## src/rtl/byte_striping_2l_pkg.sv

```systemverilog
// Shared constants for the two-lane word striper.
package byte_striping_2l_pkg;
  localparam int DATA_WIDTH_DEF = 32;
  localparam int NUM_LANES      = 2;
  localparam int LANE_RST_VAL   = 0;
  localparam int LANE_INC_W     = $clog2(NUM_LANES + 1);
endpackage

```

## src/rtl/byte_striping_stage.sv

```systemverilog
// Staging register and per-window sel pointer; holds the first word of a window.
module byte_striping_stage
  import byte_striping_2l_pkg::*;
#(
  parameter int DATA_WIDTH = DATA_WIDTH_DEF
) (
  input  logic                  clk_2f,
  input  logic                  reset,
  input  logic                  phase,
  input  logic [DATA_WIDTH-1:0] data_in,
  input  logic                  valid_in,
  output logic [DATA_WIDTH-1:0] stg,
  output logic                  stg_v,
  output logic                  sel
);

  always_ff @(posedge clk_2f or posedge reset) begin
    if (reset) begin
      stg   <= '0;
      stg_v <= 1'b0;
      sel   <= 1'b0;
    end else if (!phase) begin
      if (valid_in) begin
        stg   <= data_in;
        stg_v <= 1'b1;
        sel   <= 1'b1;
      end else begin
        stg_v <= 1'b0;
        sel   <= 1'b0;
      end
    end else begin
      // window end: staged word has been handed to the lanes
      stg_v <= 1'b0;
      sel   <= 1'b0;
    end
  end

endmodule

```

## src/rtl/byte_striping_2l.sv

```systemverilog
// Two-lane word striper: full-rate input, lanes updated once per two-cycle window.
module byte_striping_2l
  import byte_striping_2l_pkg::*;
#(
  parameter int DATA_WIDTH = DATA_WIDTH_DEF,
  parameter int CNT_WIDTH  = 8
) (
  input  logic                  clk_2f,
  input  logic                  reset,
  input  logic [DATA_WIDTH-1:0] data_in,
  input  logic                  valid_in,
  output logic [DATA_WIDTH-1:0] lane_0,
  output logic [DATA_WIDTH-1:0] lane_1,
  output logic                  valid_0,
  output logic                  valid_1,
  output logic                  phase,
  output logic [CNT_WIDTH-1:0]  word_cnt
);

  localparam logic [DATA_WIDTH-1:0] LANE_RST = DATA_WIDTH'(LANE_RST_VAL);

  logic [DATA_WIDTH-1:0] stg;
  logic                  stg_v;
  logic                  sel;
  logic [DATA_WIDTH-1:0] nxt_l0, nxt_l1;
  logic                  nxt_v0, nxt_v1;
  logic [LANE_INC_W-1:0] inc;

  byte_striping_stage #(.DATA_WIDTH(DATA_WIDTH)) u_stage (
    .clk_2f  (clk_2f),
    .reset   (reset),
    .phase   (phase),
    .data_in (data_in),
    .valid_in(valid_in),
    .stg     (stg),
    .stg_v   (stg_v),
    .sel     (sel)
  );

  // sel picks the lane for a word arriving in the phase=1 cycle, so a
  // lone word always lands on lane_0 and valid_1 never rises without valid_0
  always_comb begin
    nxt_l0 = LANE_RST;
    nxt_l1 = LANE_RST;
    nxt_v0 = 1'b0;
    nxt_v1 = 1'b0;
    if (stg_v) begin
      nxt_l0 = stg;
      nxt_v0 = 1'b1;
    end
    if (valid_in) begin
      if (sel) begin
        nxt_l1 = data_in;
        nxt_v1 = 1'b1;
      end else begin
        nxt_l0 = data_in;
        nxt_v0 = 1'b1;
      end
    end
    inc = LANE_INC_W'(nxt_v0) + LANE_INC_W'(nxt_v1);
  end

  always_ff @(posedge clk_2f or posedge reset) begin
    if (reset) begin
      phase    <= 1'b0;
      lane_0   <= LANE_RST;
      lane_1   <= LANE_RST;
      valid_0  <= 1'b0;
      valid_1  <= 1'b0;
      word_cnt <= '0;
    end else begin
      phase <= ~phase;
      if (phase) begin
        lane_0   <= nxt_l0;
        lane_1   <= nxt_l1;
        valid_0  <= nxt_v0;
        valid_1  <= nxt_v1;
        word_cnt <= word_cnt + CNT_WIDTH'(inc);
      end
    end
  end

endmodule

```

## config.mk

```make
export PLATFORM = sky130hd
export DESIGN_NAME = byte_striping_2l
export DESIGN_NICKNAME = d
export VERILOG_FILES = /design/src/rtl/byte_striping_2l_pkg.sv /design/src/rtl/byte_striping_stage.sv /design/src/rtl/byte_striping_2l.sv
export SDC_FILE = /design/constraint.sdc
export NUM_CORES = 1
export LEC_CHECK = 0
export BUFFER_PORTS_ARGS = -buffer_cell sky130_fd_sc_hd__buf_2
export CAP_MARGIN = 0
export CORE_ASPECT_RATIO = 0.7
export CORE_UTILIZATION = 40
export DETAILED_ROUTE_END_ITERATION = 7
export GPL_TIMING_DRIVEN = 1
export PLACE_DENSITY = 0.69
export RECOVER_POWER = 50
export SYNTH_ARGS = -nofsm -noshare
export SYNTH_HDL_FRONTEND = slang
export SYNTH_SLANG_ARGS = --single-unit
```

## constraint.sdc

```tcl
create_clock -name clk_2f -period 3.8 [get_ports clk_2f]
set_input_delay 0.76 -clock clk_2f [delete_from_list [all_inputs] [get_ports clk_2f]]
set_output_delay 0.76 -clock clk_2f [all_outputs]
set_load 0.1 [all_outputs]
```

Word-level counts from Yosys, hierarchy flattened
Index checks and enable logic that the tools add are counted.
- $add $sub $neg: 2
- mux-type cells: 11
- bitwise operators: 1
- reduce and logical (&&, ||, !) cells: 1
- operator list (operator ; count):
    32-bit two-way mux ; 5
    8-bit by 2-bit adder with 8-bit output ; 1
    1-bit two-way mux ; 6
    1-bit by 1-bit adder with 2-bit output ; 1
    2-bit AND reduction ; 1
    1-bit NOT ; 1
- bits in registers: 108
- input port bits: 35
- output and inout port bits: 75
- word-level logic and storage cells: 23

Logic depth before layout (Yosys ltp)
Gate-level depths: netlist (run 1).
- depth in word-level cells: 5
- depth in mapped cells: 8
- depth with buffers taken out: 6

Modules after synthesis
From an unflattened synthesis (run 1), not the netlist that was laid out.
- cells, all modules: 401
- area, all modules: 4660.7 sq um
- modules (own cells, without submodules) (module ; times used ; cells each ; area an instance (sq um) ; sequential area each (sq um)):
    byte_striping_2l ; 1 ; 329 ; 3269.4 ; 1876.8
    byte_striping_stage ; 1 ; 72 ; 1391.3 ; 825.8

Worst setup path before layout (run 1)
OpenSTA, ideal clock, no wires.
- path kind: register -> register
- start point: register word_cnt[0]
- end point: register word_cnt[7]
- library setup time: 0.161 ns
- arrival time: 2.102 ns
- required time: 3.639 ns
- path slack: 1.537 ns
- cell stages (with the launch flop): 6
- path buffers: 0
- period minus slack after synthesis: 2.263 ns
- path through: dfrtp_1 inv_1 fa_1 nand4b_2 nor3_1 xor2_1
- cells in the longest elaborated chain, start to end: 1
- RTL lines (element ; line ; source):
    start, declared ; byte_striping_2l.sv:17 ; output logic [CNT_WIDTH-1:0] word_cnt
    start signal, assigned ; byte_striping_2l.sv:78 ; word_cnt <= word_cnt + CNT_WIDTH'(inc);
    8-bit by 2-bit adder with 8-bit output ; byte_striping_2l.sv:78 ;
Every way passes these cells.
A chain may end at the register's enable or synchronous reset.

Worst setup path after layout (run 1)
- start point: register phase
- end point: output phase
- RTL lines (element ; line ; source):
    start, declared ; byte_striping_2l.sv:16 ; output logic phase,
    start signal, assigned ; byte_striping_2l.sv:72 ; phase <= ~phase;
No word-level cell between the ends.

==> flow_summary.ini, run 1 <==
[cts]
cts_hold_buf = 0
clock-sinks = 108
post_cts_setup_repair_bufs = 0
cts_buffer_depth = 2
clock-root-buffer = clkbuf_16
cts_htree_levels = 3
tritoncts = done
clk-insertion-delay-late_ns = 0.35
cts-resized-gates = 0
cts_buffers = 9
clk_transition_reported_paths_ns = 0.06

[worst_setup_path]
timing.critical_path.slowest_cell_delay_ns = 1.12
reg_to_reg_start = phase
cp-end-kind = output port
timing.critical_path.from_type = flop
cpMaxStageDelayCell = dfrtp_4
worstRegToRegCells = 3
cp_cell_sequence = buf_2
critical_path.reg2reg.endpoint = u_stage.stg[27]
critPathArrivalTime_ns = 2.05
regToRegSetupSlack_ns = 1.36
timing.critical_path.required_ns = 3.04
worst_path_dominant_cell_family = flip-flops
path_buf_inv = 1
worstPathMaxFanout = 108
crit_type = flop to output port

[synthesis]
synth.area.mux_share_pct = 10.67
synthesized_nets = 399
synth_top_family_by_area = compound AO/OA/AOI/OAI gates
fraction_of_synthesized_cell_area_in_xor_and_xnor_cells_pct = 1.167
synth_compound_gate_area_share_pct = 15.44
syn-mean-instance-area_sq_um = 12.44
synth_area_in_adders_pct = 0.7222
postSynthRegisterBits = 108
ys_types = 27
netlist_area_sq_um = 4504
yosysSeqAreaShare_pct = 60.00
postSynthCellCount = 362
synth-simple-area-share_pct = 7.278
synth_warnings = 0

[layout]
finalNetCount = 496
fill_cells = 1028
fraction_of_layout_cells_with_a_size_suffix_above_1_pct = 30.95
mostFrequentLayoutCell = dfrtp_1
final-seq-area_sq_um = 2706
layout.cells.non_filler = 615
layout.core_utilization_pct = 48.89
areaGrowthSynthToFinish_pct = 19.08
multi_input_area_sq_um = 1594
n_antenna_cell = 0
mostFrequentLayoutCells = 107 x dfrtp_1, 88 x buf_2, 37 x nand2_1

[route]
final_antenna_net_count = 0
wl_per_cell_microns = 16.39
num_vias = 3155
detail_route.vias_per_cell = 5.130
iteration_0_drc_count_of_the_detailed_router = 143
detail_route.drc_violations = 0
drt_pre_antenna_iters = 4
detail_route.wirelength_mm = 10.08

[placed_design]
replace_congestion = 0.7701
post-dp-hpwl_mm = 6.619
place.port_buffers = 109
placed_cells_incl_taps = 601

[timing]
finalSetupTns_ns = 0
worst-slew-pin-transition_ns = 2.233
hold_viol = 0
rsz0062_at_grt = no
final.period_utilization_pct = 74.02
setup_violations = 0
setup_skew_ns = 0.006806
fmax_ghz = 0.3555
finalCriticalPeriod_ns = 2.813
finalMaxSlewViolations = 58
worst_slew_margin_rel_pct = -49.01

[min_path]
min_to = word_cnt[7]
class_of_the_tightest_hold_or_removal_check = flop to flop
min_from = word_cnt[7]
worst_hold_path.num_cells = 1

[floorplan]
io_pins = 110
placeableCoreArea_sq_um = 10970
die_x_microns = 128.8
std_cell_rows = 32
die_h_microns = 90.79
initial_core_utilization_pct = 41.06
fp.dieArea_sq_um = 11700

[run_status]
run_status = finished, violations left
violated_checks = max-capacitance violations, max-slew violations

[pwr]
vdd.ir_drop.worst_uv = 348.7
powerDensity_nw_per_um2 = 603.1
power.leakage_nw = 2.600

[global_routing]
globalRoute.totalOverflow = 0
number_of_antenna_violations_at_the_first_check_in_global_routing = 0
grt_max_degree = 109
first_global_vias = 3002
grt_first_pass_wirelength_mm = 16.35
grt_usage_pct = 18.67

[flow_run]
drv_cap = 1
-- how the worst max path moves through the flow --
| stage | startpoint | end | depth (start not counted) |
|---|---|---|---|
| floorplan | reset | lane_0[0] | 1 |
| global placement | phase | phase | 1 |
| detailed placement | phase | u_stage.stg[27] | 3 |
| CTS | phase | phase | 1 |
| global route | reset | phase | 2 |
| finish | phase | phase | 1 |
-- per-layer routing --
metal  global-route usage [%]  vias up  part of all wire (%)
li1                         -     1468                     -
met1                    27.90     1579                    50
met2                    25.32      100                    43
met3                    6.457        8                   6.4
met4                    5.196        0                  0.99
met5                        0        -                     0
-- power by group --
group,switching [mW],internal [mW],total [mW]
sequential,0.0990,1.27,1.37
combinational,0.776,0.196,0.972
clock,0.393,0.502,0.895
total,1.27,1.97,3.23
-- metrics by stage --
step | area [sq um] | hold WS [ns] | setup slack [ns] | power (mW)
final | 5364 | 0.4675 | 0.9874 | 3.235
after global routing | 5364 | 0.4969 | 0.4536 | 3.370
after CTS | 5395 | 0.4695 | 0.9560 | 3.277
after detailed placement | 5122 | 0.4567 | 1.331 | 2.367
after global placement | 5122 | 0.4525 | 1.349 | 2.345
after floorplan | 4504 | 0.4816 | 0.1944 | 2.177
-- synthesized netlist by cell type, drive strengths merged --
master	count	area, sq um
a21oi	34	170.2
a22oi	32	240.2
and3	1	6.260
buf	23	171.4
clkbuf	7	26.28
clkinv	1	3.750
dfrtp	108	2703
fa	1	20.02
ha	1	12.51
inv	3	11.26
mux2	33	480.5
nand2	37	138.9
nand4	2	12.51
nand4b	1	15.01
nor2	36	135.1
nor2b	2	15.02
nor3	1	5.000
o21ai	1	5.000
o2bb2ai	32	280.3
xnor2	4	35.03
xor2	2	17.52
-- state kept, by name, summed over array words and instances (netlist names) --
register,flops
u_stage.stg,32
valid_0,1
u_stage.stg_v,1
valid_1,1
phase,1
word_cnt,8
lane_1,32
lane_0,32
-- cell type report --
class	instances	area share [%]
multi-input combinational	220	29.72
timing repair buffer	116	10.89
sequential	108	50.45
inverter	4	0.2799
clock buffer	11	4.339
tap	153	3.569
clock inverter	3	0.7464
-- cells by family after synthesis --
group / after synthesis
flip-flops: 108
AO/OA/AOI/OAI: 99
AND/OR/NAND/NOR: 80
buffers and inverters: 34
multiplexers: 33
XOR/XNOR: 6
adder cells (fa/ha/maj): 2
Power figures use the tool's default switching activity.
==> inputs of run 2 (changes only) <==
--- a/config.mk
+++ b/config.mk
@@ -11,7 +11,7 @@
 export CORE_UTILIZATION = 40
 export DETAILED_ROUTE_END_ITERATION = 7
 export GPL_TIMING_DRIVEN = 1
-export PLACE_DENSITY = 0.69
+export PLACE_DENSITY = 0.71
 export RECOVER_POWER = 50
 export SYNTH_ARGS = -nofsm -noshare
 export SYNTH_HDL_FRONTEND = slang
==> constraint.sdc (replaced) <==
create_clock -name clk_2f -period 2.5 [get_ports clk_2f]
set_input_delay 0.5 -clock clk_2f [delete_from_list [all_inputs] [get_ports clk_2f]]
set_output_delay 0.5 -clock clk_2f [all_outputs]
set_load 0.1 [all_outputs]
==> flow_summary.ini, run 2 (synthesized netlist as in run 1, its figures left out) <==
[floorplan]
initial_core_utilization_pct = 41.06
fp.dieArea_sq_um = 11700
std_cell_rows = 32
io_pins = 110
die_x_microns = 128.8
placeableCoreArea_sq_um = 10970
die_h_microns = 90.79

[layout]
fraction_of_layout_cells_with_a_size_suffix_above_1_pct = 31.97
mostFrequentLayoutCells = 109 x buf_2, 107 x dfrtp_1, 37 x nand2_1
final-seq-area_sq_um = 2706
fill_cells = 1051
multi_input_area_sq_um = 1514
n_antenna_cell = 0
reg_top3 = lane_0 x32, lane_1 x32, u_stage.stg x32
finalNetCount = 498
mostFrequentLayoutCell = buf_2
areaGrowthSynthToFinish_pct = 19.75

[cts]
clk_transition_reported_paths_ns = 0.07
post_cts_setup_repair_bufs = 0
clock-root-buffer = clkbuf_16
tritoncts = done
cts_htree_levels = 3
cts_buffers = 9
clock-sinks = 108
cts_hold_buf = 0
clk-insertion-delay-late_ns = 0.34
cts-resized-gates = 0
cts_buffer_depth = 2

[worst_setup_path]
cpMaxStageDelayCell = dfrtp_4
timing.critical_path.from_type = flop
worstPathMaxFanout = 26
path_buf_inv = 1
worst_path_dominant_cell_family = flip-flops
cp_cell_sequence = buf_2
timing.critical_path.required_ns = 2.00
timing.critical_path.slowest_cell_delay_ns = 0.60
crit_type = flop to output port
critPathArrivalTime_ns = 1.43
cp-end-kind = output port

[flow_run]
drv_cap = 0

[route]
detail_route.drc_violations = 0
iteration_0_drc_count_of_the_detailed_router = 158
detail_route.wirelength_mm = 10.43
detail_route.vias_per_cell = 5.194
wl_per_cell_microns = 16.85
num_vias = 3215
final_antenna_net_count = 0
drt_pre_antenna_iters = 4

[placed_design]
place.port_buffers = 109
replace_congestion = 0.7465
post-dp-hpwl_mm = 6.739

[min_path]
class_of_the_tightest_hold_or_removal_check = input port to asynchronous set/reset pin

[run_status]
run_status = finished clean

[global_routing]
grt_first_pass_wirelength_mm = 17.42
grt_usage_pct = 19.46
first_global_vias = 3308
globalRoute.totalOverflow = 0
number_of_antenna_violations_at_the_first_check_in_global_routing = 0
grt_max_degree = 54

[timing]
finalCriticalPeriod_ns = 1.932
rsz0062_at_grt = no
finalMaxSlewViolations = 0
setup_violations = 0
worst-slew-pin-transition_ns = 0.9234
setup_skew_ns = 0.008004
finalSetupTns_ns = 0
fmax_ghz = 0.5176
hold_viol = 0
worst_slew_margin_rel_pct = 38.10
final.period_utilization_pct = 77.29
hold_slack_ns = 0.3040

[pwr]
powerDensity_nw_per_um2 = 948.2
vdd.ir_drop.worst_uv = 599.6
power.leakage_nw = 2.652
[run 2: cell types whose count changed in the layout (fill, tap and decap cells not counted), moves of 2 or more]
| cell | before | now |
|---|---|---|
| buf_2 | 88 | 109 |
| bufinv_16 | 1 | 3 |
| clkbuf_1 | 23 | 2 |
| clkbuf_2 | 0 | 2 |
| mux2_1 | 0 | 20 |
| mux2_4 | 29 | 9 |
[run 2: final timing paths]
| path | from | endpoint | slack, ns | depth (start not counted) |
|---|---|---|---|---|
| max in group asynchronous | reset | lane_1[17] | 0.83 | 3 |
| setup / recovery | phase | phase | 0.57 | 1 |
| hold reg to reg | word_cnt[7] | word_cnt[7] | 0.48 | 1 |
| hold / removal | reset | u_stage.stg[29] | 0.30 | 2 |
| min in group clk_2f | data_in[3] | u_stage.stg[3] | 0.42 | 2 |
| setup reg to reg | phase | word_cnt[1] | 0.62 | 2 |
[run 2: per-stage QoR]
step	setup slack (ns)	util [%]	instance area, sq um	std cells	power, mW
after floorplan	0.2366	-	4508	362	3.310
after global placement	0.6820	46.95	5151	603	3.567
after detailed placement	0.5993	46.95	5151	603	3.598
after CTS	0.5157	49.99	5484	619	5.193
after global routing	0.4955	49.17	5394	619	5.315
final	0.5678	49.17	5394	619	5.115
[run 2: cell type report]
cell class                      count  share of cell area (%)
Timing Repair Buffer              118                   11.74
Clock inverter                      5                   1.856
Clock buffer                       11                   4.315
Inverter                            4                  0.3016
Sequential cell                   108                   50.17
Tap cell                          153                   3.549
Multi-Input combinational cell    220                   28.07
[run 2: power by group]
part | switching (mW) | total [mW] | internal [mW]
logic | 1.19 | 1.47 | 0.279
clock network | 0.605 | 1.58 | 0.977
registers | 0.140 | 2.07 | 1.93
total | 1.93 | 5.11 | 3.18
[run 2: per-layer routing]
metal  share of wire (%)  vias up  track usage, %
met5                   0        -               0
met4                0.82        0           4.608
met3                 6.7       12           5.924
met2                  44      104           29.28
met1                  49     1625           27.42
li1                    -     1474               -
==> inputs of run 3 (changes only) <==
--- a/config.mk
+++ b/config.mk
@@ -11,7 +11,7 @@
 export CORE_UTILIZATION = 40
 export DETAILED_ROUTE_END_ITERATION = 7
 export GPL_TIMING_DRIVEN = 1
-export PLACE_DENSITY = 0.71
+export PLACE_DENSITY = 0.69
 export RECOVER_POWER = 50
 export SYNTH_ARGS = -nofsm -noshare
 export SYNTH_HDL_FRONTEND = slang
==> constraint.sdc (replaced) <==
create_clock -name clk_2f -period 1.95 [get_ports clk_2f]
set_input_delay 0.39 -clock clk_2f [delete_from_list [all_inputs] [get_ports clk_2f]]
set_output_delay 0.39 -clock clk_2f [all_outputs]
set_load 0.1 [all_outputs]
==> flow_summary.ini, run 3 (synthesized netlist as in run 1, its figures left out) <==
[timing]
rsz0062_at_grt = no
finalMaxSlewViolations = 0
worst_slew_margin_rel_pct = 47.79
final.period_utilization_pct = 83.53
finalWorstSetupSlack_ns = 0.3212
hold_slack_ns = 0.1363
hold_viol = 0
setup_violations = 0
fmax_ghz = 0.6139
setup_skew_ns = 0.007231
finalSetupTns_ns = 0
worst-slew-pin-transition_ns = 0.7788
finalCriticalPeriod_ns = 1.629

[flow_run]
drv_cap = 0

[cts]
clock-root-buffer = clkbuf_16
clock-sinks = 108
cts_buffer_depth = 2
clk_transition_reported_paths_ns = 0.07
cts_htree_levels = 3
clk-insertion-delay-late_ns = 0.34
post_cts_setup_repair_bufs = 0
cts_buffers = 9
cts-resized-gates = 0
cts_hold_buf = 0
tritoncts = done

[global_routing]
grt_max_degree = 56
grt_first_pass_wirelength_mm = 16.43
first_global_vias = 3125
grt_usage_pct = 18.41
globalRoute.totalOverflow = 0
number_of_antenna_violations_at_the_first_check_in_global_routing = 0

[placed_design]
place.port_buffers = 109
post-dp-hpwl_mm = 6.512
place_ws_ns = 0.2492
replace_congestion = 0.7423

[worst_setup_path]
critPathArrivalTime_ns = 1.24
cpMaxStageDelayCell = buf_2
cp-end-kind = output port
timing.critical_path.from_type = flop
crit_type = flop to output port
timing.critical_path.required_ns = 1.56
cp_cell_sequence = buf_2
worst_path_dominant_cell_family = buffers and inverters
timing.critical_path.slowest_cell_delay_ns = 0.46
worstPathMaxFanout = 5
path_buf_inv = 1

[min_path]
class_of_the_tightest_hold_or_removal_check = input port to asynchronous set/reset pin

[route]
iteration_0_drc_count_of_the_detailed_router = 193
num_vias = 3203
detail_route.wirelength_mm = 10.08
drt_pre_antenna_iters = 4
detail_route.drc_violations = 0
final_antenna_net_count = 0
wl_per_cell_microns = 16.26
detail_route.vias_per_cell = 5.166

[pwr]
comb_power_share_pct = 29.3
power_switching_share_pct = 38.06
p_sw_mw = 2.490
sequential_power_share_pct = 40.5
powerDensity_nw_per_um2 = 1186
vdd.ir_drop.worst_uv = 693.8
power.leakage_nw = 2.727
internal-power_mw = 4.052
clkPwrFrac_pct = 30.2

[floorplan]
initial_core_utilization_pct = 41.06
fp.dieArea_sq_um = 11700
io_pins = 110
die_x_microns = 128.8
die_h_microns = 90.79
std_cell_rows = 32
placeableCoreArea_sq_um = 10970

[layout]
finalNetCount = 500
fill_cells = 1015
n_antenna_cell = 0
final-seq-area_sq_um = 2708
mostFrequentLayoutCell = buf_2
multi_input_area_sq_um = 1602
layout.core_utilization_pct = 50.30
reg_top3 = lane_0 x32, lane_1 x32, u_stage.stg x32
mostFrequentLayoutCells = 108 x buf_2, 106 x dfrtp_1, 37 x nand2_1
fraction_of_layout_cells_with_a_size_suffix_above_1_pct = 37.47
areaGrowthSynthToFinish_pct = 22.50

[run_status]
run_status = finished clean
## run 3: cell types whose count changed in the layout (fill, tap and decap cells not counted), sizes merged
cell / previous run / this run
clkinv: 3 / 2
clkbuf: 13 / 14
clkinvlp: 1 / 2
buf: 116 / 117
bufinv: 3 / 2
## run 3: path summary, 6_finish.rpt
path,slack (ns),to,startpoint,depth (start not counted)
worst max-delay path,0.32,word_cnt[3],word_cnt[3],1
worst min-delay path,0.14,lane_1[27],reset,2
worst max register to register,0.39,word_cnt[5],u_stage.stg_v,5
worst min register to register,0.47,word_cnt[7],word_cnt[7],1
max in group asynchronous,0.52,phase,reset,3
min in group clk_2f,0.30,lane_1[8],data_in[8],3
## run 3: stage by stage
step                      cell area, sq um  std cells  power (mW)
after floorplan                       4514        362       4.249
after global placement                5213        605       4.577
after detailed placement              5213        605       4.617
after CTS                             5538        620       6.612
after global routing                  5518        620       6.792
final                                 5518        620       6.542
## run 3: metal layers
layer / track usage, % / vias to the layer above / wire, microns
met5: 0 / - / 0
met4: 5.000 / 0 / 97
met3: 6.043 / 9 / 667
met2: 25.86 / 99 / 4291
met1: 26.99 / 1617 / 5026
li1: - / 1478 / -
## run 3: power groups by stage
stage | Clock, mW | Combinational (mW) | Sequential, mW
floorplan | 0 | 0.414 | 3.83
global placement | 0 | 1.91 | 2.67
detailed placement | 0 | 1.94 | 2.68
CTS | 2.03 | 1.93 | 2.65
global route | 2.11 | 2.00 | 2.68
finish | 1.98 | 1.92 | 2.65
## run 3: worst register-to-register path: stages, from the launching register on
cell	delay, ns
dfrtp_1	0.37
nor2_1	0.09
fa_1	0.42
nand4b_2	0.28
nor2_1	0.17
xor2_1	0.15
## run 3: cell type report
class,count,share of cell area (%)
Clock buffer,11,4.580
Sequential cell,108,49.07
Clock inverter,4,1.315
Tap cell,153,3.469
Multi-Input combinational cell,220,29.03
Inverter,4,0.2948
Timing Repair Buffer,120,12.24
